### src/rtl/uart_rx_frontend.sv
// uart_rx_frontend: 16x-oversampled UART receiver feeding a first-word-fall-through byte FIFO.
// Define UART_RX_PARITY_EN to build the 11-bit frame with a parity check; otherwise the frame is 8N1.
module uart_rx_frontend #(
   parameter logic [15:0] BAUD_DIV   = 16'd27,
   parameter int          FIFO_DEPTH = 8,
   parameter bit          PARITY_ODD = 1'b0
) (
   input  logic                        QClk,
   input  logic                        RstQnnnH,
   input  logic                        uart_rx_in,
   output logic                        RxByteValid,
   output logic [7:0]                  RxByteData,
   input  logic                        RxByteReady,
   output logic [$clog2(FIFO_DEPTH):0] RxFifoCount,
   output logic                        RxFramingErr,
   output logic                        RxParityErr,
   output logic                        RxOverrun
);
   localparam int PW = $clog2(FIFO_DEPTH);
   localparam int CW = PW + 1;

   typedef enum logic [2:0] {
      IDLE   = 3'd0,
      START  = 3'd1,
      DATA   = 3'd2,
`ifdef UART_RX_PARITY_EN
      PARITY = 3'd3,
`endif
      STOP   = 3'd4
   } state_t;

   logic          sync1_q, sync2_q, prevRx_q, rxS;
   logic [15:0]   baudCnt_q;
   logic [3:0]    sampleCnt_q;
   logic          tick, midBit;
   state_t        state_q, state_d;
   logic [2:0]    bitIdx_q, bitIdx_d;
   logic [7:0]    shift_q, shift_d;
   logic          frameStart, pushReq;
   logic          framingErr_q, framingErr_d;
   logic          overrun_q, overrun_d;
   logic [7:0]    mem [FIFO_DEPTH];
   logic [PW-1:0] wrPtr_q, rdPtr_q;
   logic [CW-1:0] count_q, count_d;
   logic          pop, full, pushOk;

   assign rxS    = sync2_q;
   assign tick   = (baudCnt_q == BAUD_DIV - 16'd1);
   assign midBit = tick && (sampleCnt_q == 4'd7);

   always_ff @(posedge QClk) begin
      if (!RstQnnnH) begin
         sync1_q  <= 1'b1;
         sync2_q  <= 1'b1;
         prevRx_q <= 1'b1;
      end else begin
         sync1_q  <= uart_rx_in;
         sync2_q  <= sync1_q;
         prevRx_q <= sync2_q;
      end
   end

   // Both counters restart on the detected start edge so mid-bit lands half a bit later.
   always_ff @(posedge QClk) begin
      if (!RstQnnnH || frameStart) begin
         baudCnt_q   <= '0;
         sampleCnt_q <= '0;
      end else if (tick) begin
         baudCnt_q   <= '0;
         sampleCnt_q <= sampleCnt_q + 4'd1;
      end else begin
         baudCnt_q   <= baudCnt_q + 16'd1;
      end
   end

`ifdef UART_RX_PARITY_EN
   logic parErr_q, parErr_d;
   logic parityErr_q, parityErr_d;

   always_ff @(posedge QClk) begin
      if (!RstQnnnH) begin
         parErr_q    <= 1'b0;
         parityErr_q <= 1'b0;
      end else begin
         parErr_q    <= parErr_d;
         parityErr_q <= parityErr_d;
      end
   end
   assign RxParityErr = parityErr_q;
`else
   logic unusedParityOdd;
   assign unusedParityOdd = PARITY_ODD;
   assign RxParityErr     = 1'b0;
`endif

   always_ff @(posedge QClk) begin
      if (!RstQnnnH) begin
         state_q      <= IDLE;
         bitIdx_q     <= '0;
         shift_q      <= '0;
         framingErr_q <= 1'b0;
         overrun_q    <= 1'b0;
      end else begin
         state_q      <= state_d;
         bitIdx_q     <= bitIdx_d;
         shift_q      <= shift_d;
         framingErr_q <= framingErr_d;
         overrun_q    <= overrun_d;
      end
   end

   always_comb begin
      state_d      = state_q;
      bitIdx_d     = bitIdx_q;
      shift_d      = shift_q;
      frameStart   = 1'b0;
      pushReq      = 1'b0;
      framingErr_d = 1'b0;
`ifdef UART_RX_PARITY_EN
      parErr_d     = parErr_q;
      parityErr_d  = 1'b0;
`endif
      case (state_q)
         IDLE: begin
            if (prevRx_q && !rxS) begin
               state_d    = START;
               frameStart = 1'b1;
`ifdef UART_RX_PARITY_EN
               parErr_d   = 1'b0;
`endif
            end
         end
         START: begin
            if (midBit) begin
               state_d  = rxS ? IDLE : DATA;
               bitIdx_d = '0;
            end
         end
         DATA: begin
            if (midBit) begin
               shift_d  = {rxS, shift_q[7:1]};
               bitIdx_d = bitIdx_q + 3'd1;
               if (bitIdx_q == 3'd7) begin
`ifdef UART_RX_PARITY_EN
                  state_d = PARITY;
`else
                  state_d = STOP;
`endif
               end
            end
         end
`ifdef UART_RX_PARITY_EN
         PARITY: begin
            if (midBit) begin
               parErr_d = (rxS != ((^shift_q) ^ PARITY_ODD));
               state_d  = STOP;
            end
         end
`endif
         STOP: begin
            // Leave at the stop mid-bit so the next start edge is never missed.
            if (midBit) begin
               state_d = IDLE;
               if (!rxS) begin
                  framingErr_d = 1'b1;
`ifdef UART_RX_PARITY_EN
               end else if (parErr_q) begin
                  parityErr_d = 1'b1;
`endif
               end else begin
                  pushReq = 1'b1;
               end
            end
         end
         default: state_d = IDLE;
      endcase
   end

   // A full FIFO still accepts a push when the head is popped in the same cycle.
   assign pop    = (count_q != '0) && RxByteReady;
   assign full   = (count_q == CW'(FIFO_DEPTH));
   assign pushOk = pushReq && (!full || pop);

   always_comb begin
      overrun_d = pushReq && full && !pop;
      count_d   = count_q;
      if (pushOk && !pop) begin
         count_d = count_q + CW'(1);
      end else if (!pushOk && pop) begin
         count_d = count_q - CW'(1);
      end
   end

   always_ff @(posedge QClk) begin
      if (!RstQnnnH) begin
         wrPtr_q <= '0;
         rdPtr_q <= '0;
         count_q <= '0;
      end else begin
         if (pushOk) begin
            wrPtr_q <= wrPtr_q + PW'(1);
         end
         if (pop) begin
            rdPtr_q <= rdPtr_q + PW'(1);
         end
         count_q <= count_d;
      end
   end

   always_ff @(posedge QClk) begin
      if (pushOk) begin
         mem[wrPtr_q] <= shift_q;
      end
   end

   assign RxByteValid  = (count_q != '0);
   assign RxByteData   = RxByteValid ? mem[rdPtr_q] : 8'h00;
   assign RxFifoCount  = count_q;
   assign RxFramingErr = framingErr_q;
   assign RxOverrun    = overrun_q;

endmodule

### config.mk
export PLATFORM = sky130hd
export DESIGN_NAME = uart_rx_frontend
export DESIGN_NICKNAME = d
export VERILOG_FILES = /design/src/rtl/uart_rx_frontend.sv
export SDC_FILE = /design/constraint.sdc
export NUM_CORES = 1
export LEC_CHECK = 0
export ABC_AREA = 0
export BUFFER_PORTS_ARGS = -buffer_cell sky130_fd_sc_hd__buf_2
export CORE_ASPECT_RATIO = 0.7
export CORE_MARGIN = 4
export CORE_UTILIZATION = 58
export CTS_BUF_LIST = sky130_fd_sc_hd__clkbuf_16
export DETAILED_ROUTE_END_ITERATION = 16
export HOLD_SLACK_MARGIN = 0.02
export PLACE_DENSITY_LB_ADDON = 0.05
export SLEW_MARGIN = 20
export SYNTH_ARGS = -nofsm -noshare
export SYNTH_HDL_FRONTEND = slang
export SYNTH_SLANG_ARGS = --single-unit
export TNS_END_PERCENT = 20
### constraint.sdc
create_clock -name QClk -period 3.2 [get_ports QClk]
set_input_delay 0.16 -clock QClk [delete_from_list [all_inputs] [get_ports QClk]]
set_output_delay 0.16 -clock QClk [all_outputs]
set_load 0.02 [all_outputs]
**Word-level counts from Yosys, hierarchy flattened**

Memory sizes are Yosys's and may differ from the RTL's. A register that Yosys moved wholly into a read port is not among the register bits.
Index checks and enable logic that the tools add are counted.

- Register bits: 49
- Memory bits (writable): 64
- Input bits: 4
- Output and inout bits: 16
- Logic and storage cells: 79
- Memories kept: 1

Memory list:

| name | depth | width | read ports | clocked after memory_dff | wr ports | line | text |
|---|---|---|---|---|---|---|---|
| mem | 8 | 8 | 1 | 1 | 1 | 42 | `logic [7:0] mem [FIFO_DEPTH];` |

- $add $sub $neg: 7
- Equal/unequal tests: 12
- Muxes and demuxes: 22
- Reduce and logical (&&, ||, !) cells: 24

Operators by type and width:

| cell | number |
|---|---|
| $mux W3 | 8 |
| $add A16 B1 Y16 const B | 1 |
| $eq A16 B5 Y1 const B | 1 |
| $pmux W3 S4 | 1 |
| $ne A2 B2 Y1 const B | 5 |
| $add A3 B1 Y3 const B | 3 |
| $add A4 B1 Y4 const B | 2 |
| $logic_and A1 B1 Y1 | 8 |
| $mux W1 | 8 |
| $mux W4 | 2 |
| $mux W8 | 1 |
| $eq A3 B3 Y1 const B | 2 |
| $pmux W3 S2 | 1 |
| $reduce_and A3 Y1 | 2 |
| $logic_not A1 Y1 | 5 |
| $reduce_and A5 Y1 | 1 |
| $eq A4 B3 Y1 const B | 1 |
| $eq A4 B4 Y1 const B | 1 |
| $reduce_bool A2 Y1 | 2 |
| $reduce_bool A4 Y1 | 1 |
| $sub A4 B1 Y4 const B | 1 |
| $eq A3 B1 Y1 const B | 1 |
| $eq A3 B2 Y1 const B | 1 |
| $logic_not A3 Y1 | 1 |
| other kinds (4) | 5 |

**Logic depth before layout (Yosys ltp)**

- Word-level depth: 9
- Depth in mapped cells: 14
- Gate-level depth less buffers: 14

**Worst setup path before layout**

No wires, ideal clock.

- Kind: flip-flop to flip-flop
- Start: register count_q[0], in the netlist RxFifoCount[0]
- End: register count_q[3], in the netlist RxFifoCount[3]
- Library setup time: 0.076 ns
- Data arrival time: 2.660 ns
- Required time: 3.124 ns
- Slack: 0.464 ns
- Cell stages (with the launch flop): 12
- Path buffers: 0
- Path through: dfxtp_1 > nor4_4 > inv_1 > nand2_1 > ha_1 > inv_1 > ha_1 > a21o_1 > a21oi_1 > xnor2_1 > or3_1 > a21boi_0

- Longest elaborated chain between the ends: 7
- Elaborated cells between the ends (all ways): 15

RTL lines:

| element | line | text |
|---|---|---|
| from (decl) | 44 | `logic [CW-1:0] count_q, count_d;` |
| from (signal assigned) | 206 | `count_q <= count_d;` |
| $reduce_bool A4 Y1 (*) | n/a |  |
| named net RxByteValid | 11 | `output logic RxByteValid,` |
| $logic_and A1 B1 Y1 (*) | 180 | `assign pop = (count_q != '0) && RxByteReady;` |
| $logic_or A1 B1 Y1 | 182 | `assign pushOk = pushReq && (!full \|\| pop);` |
| $logic_and A1 B1 Y1 | 182 |  |
| $logic_not A1 Y1 | 189 | `end else if (!pushOk && pop) begin` |
| $logic_and A1 B1 Y1 | 189 |  |
| $reduce_bool A2 Y1 (no line) | n/a |  |

The timed path passes the listed nets; every way through them passes the cells marked *. The select of a mux whose other input is x is not followed.
A chain may end at the register's enable or synchronous reset.

**Worst setup path after layout**

- Start: register baudCnt_q[7]
- End: register count_q[3], in the netlist RxFifoCount[3]

- Longest elaborated chain between the ends: 8
- Elaborated cells between the ends (all ways): 10

RTL lines:

| element | line | text |
|---|---|---|
| from (decl) | 33 | `logic [15:0] baudCnt_q;` |
| from (signal assigned) | 72 | `baudCnt_q <= baudCnt_q + 16'd1;` |
| $eq A16 B5 Y1 (*) | 48 | `assign tick = (baudCnt_q == BAUD_DIV - 16'd1);` |
| $logic_and A1 B1 Y1 (*) | 49 | `assign midBit = tick && (sampleCnt_q == 4'd7);` |
| $mux W1 (*) | 162 | `if (midBit) begin` |
| $mux W1 (*) | 123 | `case (state_q)` |
| $logic_and A1 B1 Y1 (*) | 182 |  |
| named net pushOk | 45 | `logic pop, full, pushOk;` |
| $logic_not A1 Y1 | 189 |  |
| $logic_and A1 B1 Y1 | 189 |  |
| $reduce_bool A2 Y1 (no line) | n/a |  |

The timed path passes the listed nets; every way through them passes the cells marked *.

==> impl_metrics.csv <==
group,metric,value,unit
clock_tree,clk_latency,410,ps
pwr,vdd_drop_max,0.000418,V
timing,slew_viol_final,0,
clock_tree,clk_pin_slew,50,ps
clock_tree,cts_tree,"done",
placement,place_ws,353,ps
critical_path,cp-start-kind,"flip-flop",
synth,ys_ff_latch,116,
routing,routed_via_density,5.64,
timing,fin_crit,2900,ps
routing,num_vias,2862,
routing,ant_nets,0,
synth,synth_cells,361,
timing,report.final.hold_viol_count,0,
final_layout,syn2layout_area_growth,17.3,%
grt,grt_pass1_vias,2810,
timing,fin_skew,8.69,ps
critical_path,cp_cell_sequence,"nor4_2, and4_4, nand4_4, inv_2, ha_1, inv_1, ha_1, a21o_1, a21oi_1, xnor2_1, or3_1, a21boi_0",
timing,max_slew_margin,45.7,%
timing,setup_ws,303,ps
clock_tree,clock-root-buffer,"clkbuf_16",
critical_path,crit_top_cell,"ha_1",
critical_path,worstPathMaxFanout,7,
routing,drc,0,
critical_path,crit_buf_inv,2,
critical_path,arrival,3230,ps
pwr,p_per_area,614,nW/µm²
routing,drt_iter0_drc,242,
synth,synth_nets,376,
timing,period_share,90.5,%
placement,hpwl,5720,µm
synth,postSynthAreaPerCell,13.5,µm²
synth,yosys_warnings,0,
placement,place.gp.congestion,0.808,
timing,max_slew.worst_pin.slew,813,ps
floorplan,dieArea,9940,µm²
grt,grt_overflow,0,
critical_path,worstPathRequired,3530,ps
clock_tree,cts_max_level,4,
status,status,"complete, no violations",
grt,grt_first_pass_wirelength,14700,µm
final_layout,antenna_cells,0,
clock_tree,clockBufferDepth,2,
grt,grt_max_degree,30,
timing,fin_setup_tns,0,ps
routing,finalWirelength,8880,µm
pwr,leakagePower,2.16,nW
clock_tree,numCtsBuffers,17,
hold_path,hp-class,"in2reg",
floorplan,rows,27,
critical_path,max_stage_delay,370,ps
floorplan,die_y,84.6,µm
synth,yosysSeqAreaShare,60.9,%
floorplan,fp.coreArea,8010,µm²
final_layout,nNetsFinal,408,
placement,portBuffers,18,
routing,wl_per_cell,17.5,µm
job,cap_violations,0,
floorplan,ioPinCount,20,
timing,setup_viol,0,
critical_path,cp-end-kind,"flip-flop",
floorplan,die_w,117,µm
timing,rsz0062_at_grt,"no",
clock_tree,cts_sinks,116,
synth,syn-cell-area,4860,µm²
floorplan,initial_utilization,60.7,%
synth,synth_cell_type_count,52,
grt,antenna_found_initial,0,
critical_path,crit_type,"reg2reg",
final_layout,drive_gt1_share,21.2,%
timing,max_freq,345,MHz
grt,grt.total_usage,19.8,%
routing,firstDrtPassIters,4,
critical_path,cp_top_family,"simple AND/OR/NAND/NOR gates",
critical_path,cpMaxStageDelayCell,"nor4_2",
-- synthesized netlist by cell type, drive strengths merged --
master / count / area share (%)
a211oi: 1 / 0.15
a21boi: 3 / 0.46
a21o: 3 / 0.46
a21oi: 5 / 0.51
a22o: 1 / 0.21
a31oi: 1 / 0.13
and2: 6 / 0.77
and3: 2 / 0.26
and3b: 1 / 0.18
and4: 4 / 0.82
and4b: 1 / 0.23
and4bb: 1 / 0.26
buf: 9 / 1.0
clkbuf: 7 / 0.54
conb: 1 / 0.077
dfxtp: 52 / 21
edfxtp: 64 / 40
fa: 1 / 0.41
ha: 10 / 2.6
inv: 8 / 0.62
mux2i: 18 / 3.7
mux4: 16 / 7.4
nand2: 22 / 1.9
nand2b: 4 / 0.51
nand3: 9 / 0.93
nand3b: 1 / 0.15
nand4: 6 / 1.4
nand4b: 1 / 0.18
nor2: 41 / 3.5
nor2b: 9 / 1.2
nor3: 7 / 0.72
nor3b: 4 / 0.62
nor4: 8 / 1.5
nor4b: 3 / 0.54
o21a: 1 / 0.15
o21ai: 2 / 0.21
o31a: 1 / 0.18
or2: 1 / 0.13
or3: 1 / 0.13
or4: 1 / 0.15
xnor2: 10 / 1.8
xor2: 14 / 2.5
-- registers in the layout, indices dropped and copies added (netlist names), named ones only --
signal        flops
shift_q           8
rdPtr_q           3
sync1_q           1
RxOverrun         1
prevRx_q          1
RxFramingErr      1
mem              64
RxFifoCount       4
wrPtr_q           3
state_q           3
rxS               1
sampleCnt_q       4
baudCnt_q        16
bitIdx_q          3
-- per-layer routing --
metal / track usage, % / wire (µm) / vias to the layer above
met3: 8.35 / 435 / 11
met4: 7.35 / 97 / 0
met2: 28.6 / 3980 / 48
met1: 27.0 / 4370 / 1416
li1: - / - / 1387
met5: 0 / 0 / -
-- power breakdown --
part	leakage (nW)	total (W)	switching, W	internal, W
clock	0.303	0.00189	0.000618	0.00128
sequential	1.01	0.00157	0.00000909	0.00156
combinational	0.844	0.0000368	0.0000219	0.0000149
total	2.16	0.00350	0.000649	0.00286
-- tightest hold or removal path, stage by stage --
cell and delay (ps):
buf_2 130, nand3_1 90, a21boi_0 120
-- through the flow --
step / util (%) / cells / instance area [µm²] / total power, W / hold slack, ps
after detailed placement: 63.7 / 474 / 5100 / 0.00164 / 348
final: 71.3 / 507 / 5710 / 0.00350 / 154
after global routing: 71.3 / 507 / 5710 / 0.00363 / 148
after floorplan: - / 361 / 4860 / 0.00163 / 261
after CTS: 71.3 / 507 / 5710 / 0.00354 / 136
after global placement: 63.7 / 474 / 5100 / 0.00164 / 349
-- kinds of logic after synthesis --
group	after synthesis	share of synthesized area [%]
AOI/OAI and AO/OA	18	2.47
xor gates and xnor gates	24	4.32
adders and majority gates	11	2.98
buffers and inverters	24	2.16
DFF	116	60.9
muxes	34	11.1
other	1	0.0771
and+or+nand+nor	133	16.0
-- final cells by class --
class,count,area (µm²)
Clock buffer,17,425
Clock inverter,15,171
Fill cell,521,2300
Inverter,8,30.0
Multi-Input combinational cell,221,1810
Sequential cell,116,2960
Tap cell,101,126
Timing Repair Buffer,29,175
-- timing repair --
| item | CTS | global route |
|---|---|---|
| gates resized for setup | 0 | 0 |
| buffers inserted | 0 | 0 |
| hold endpoints to repair | 1 | 0 |
| hold buffers | 1 | 0 |
-- worst paths after layout --
| kind | startpoint | end | slack, ps | cells past startpoint |
|---|---|---|---|---|
| hold reg to reg | sync1_q | rxS | 410 | 1 |
| hold / removal | RxByteReady | rdPtr_q[1] | 150 | 3 |
| setup reg to reg | baudCnt_q[7] | RxFifoCount[3] | 300 | 12 |
| setup / recovery | baudCnt_q[7] | RxFifoCount[3] | 300 | 12 |
-- cells in the final DEF (no fill, tap or decap), drive strengths merged, types with 10 or more instances in the layout --
cell,instances
buf,28
clkbuf,17
dfxtp,52
edfxtp,64
ha,10
inv,10
mux2i,18
mux4,16
nand2,22
nor2,41
xnor2,10
xor2,14
No activity file was read; power rests on OpenSTA's default activity.
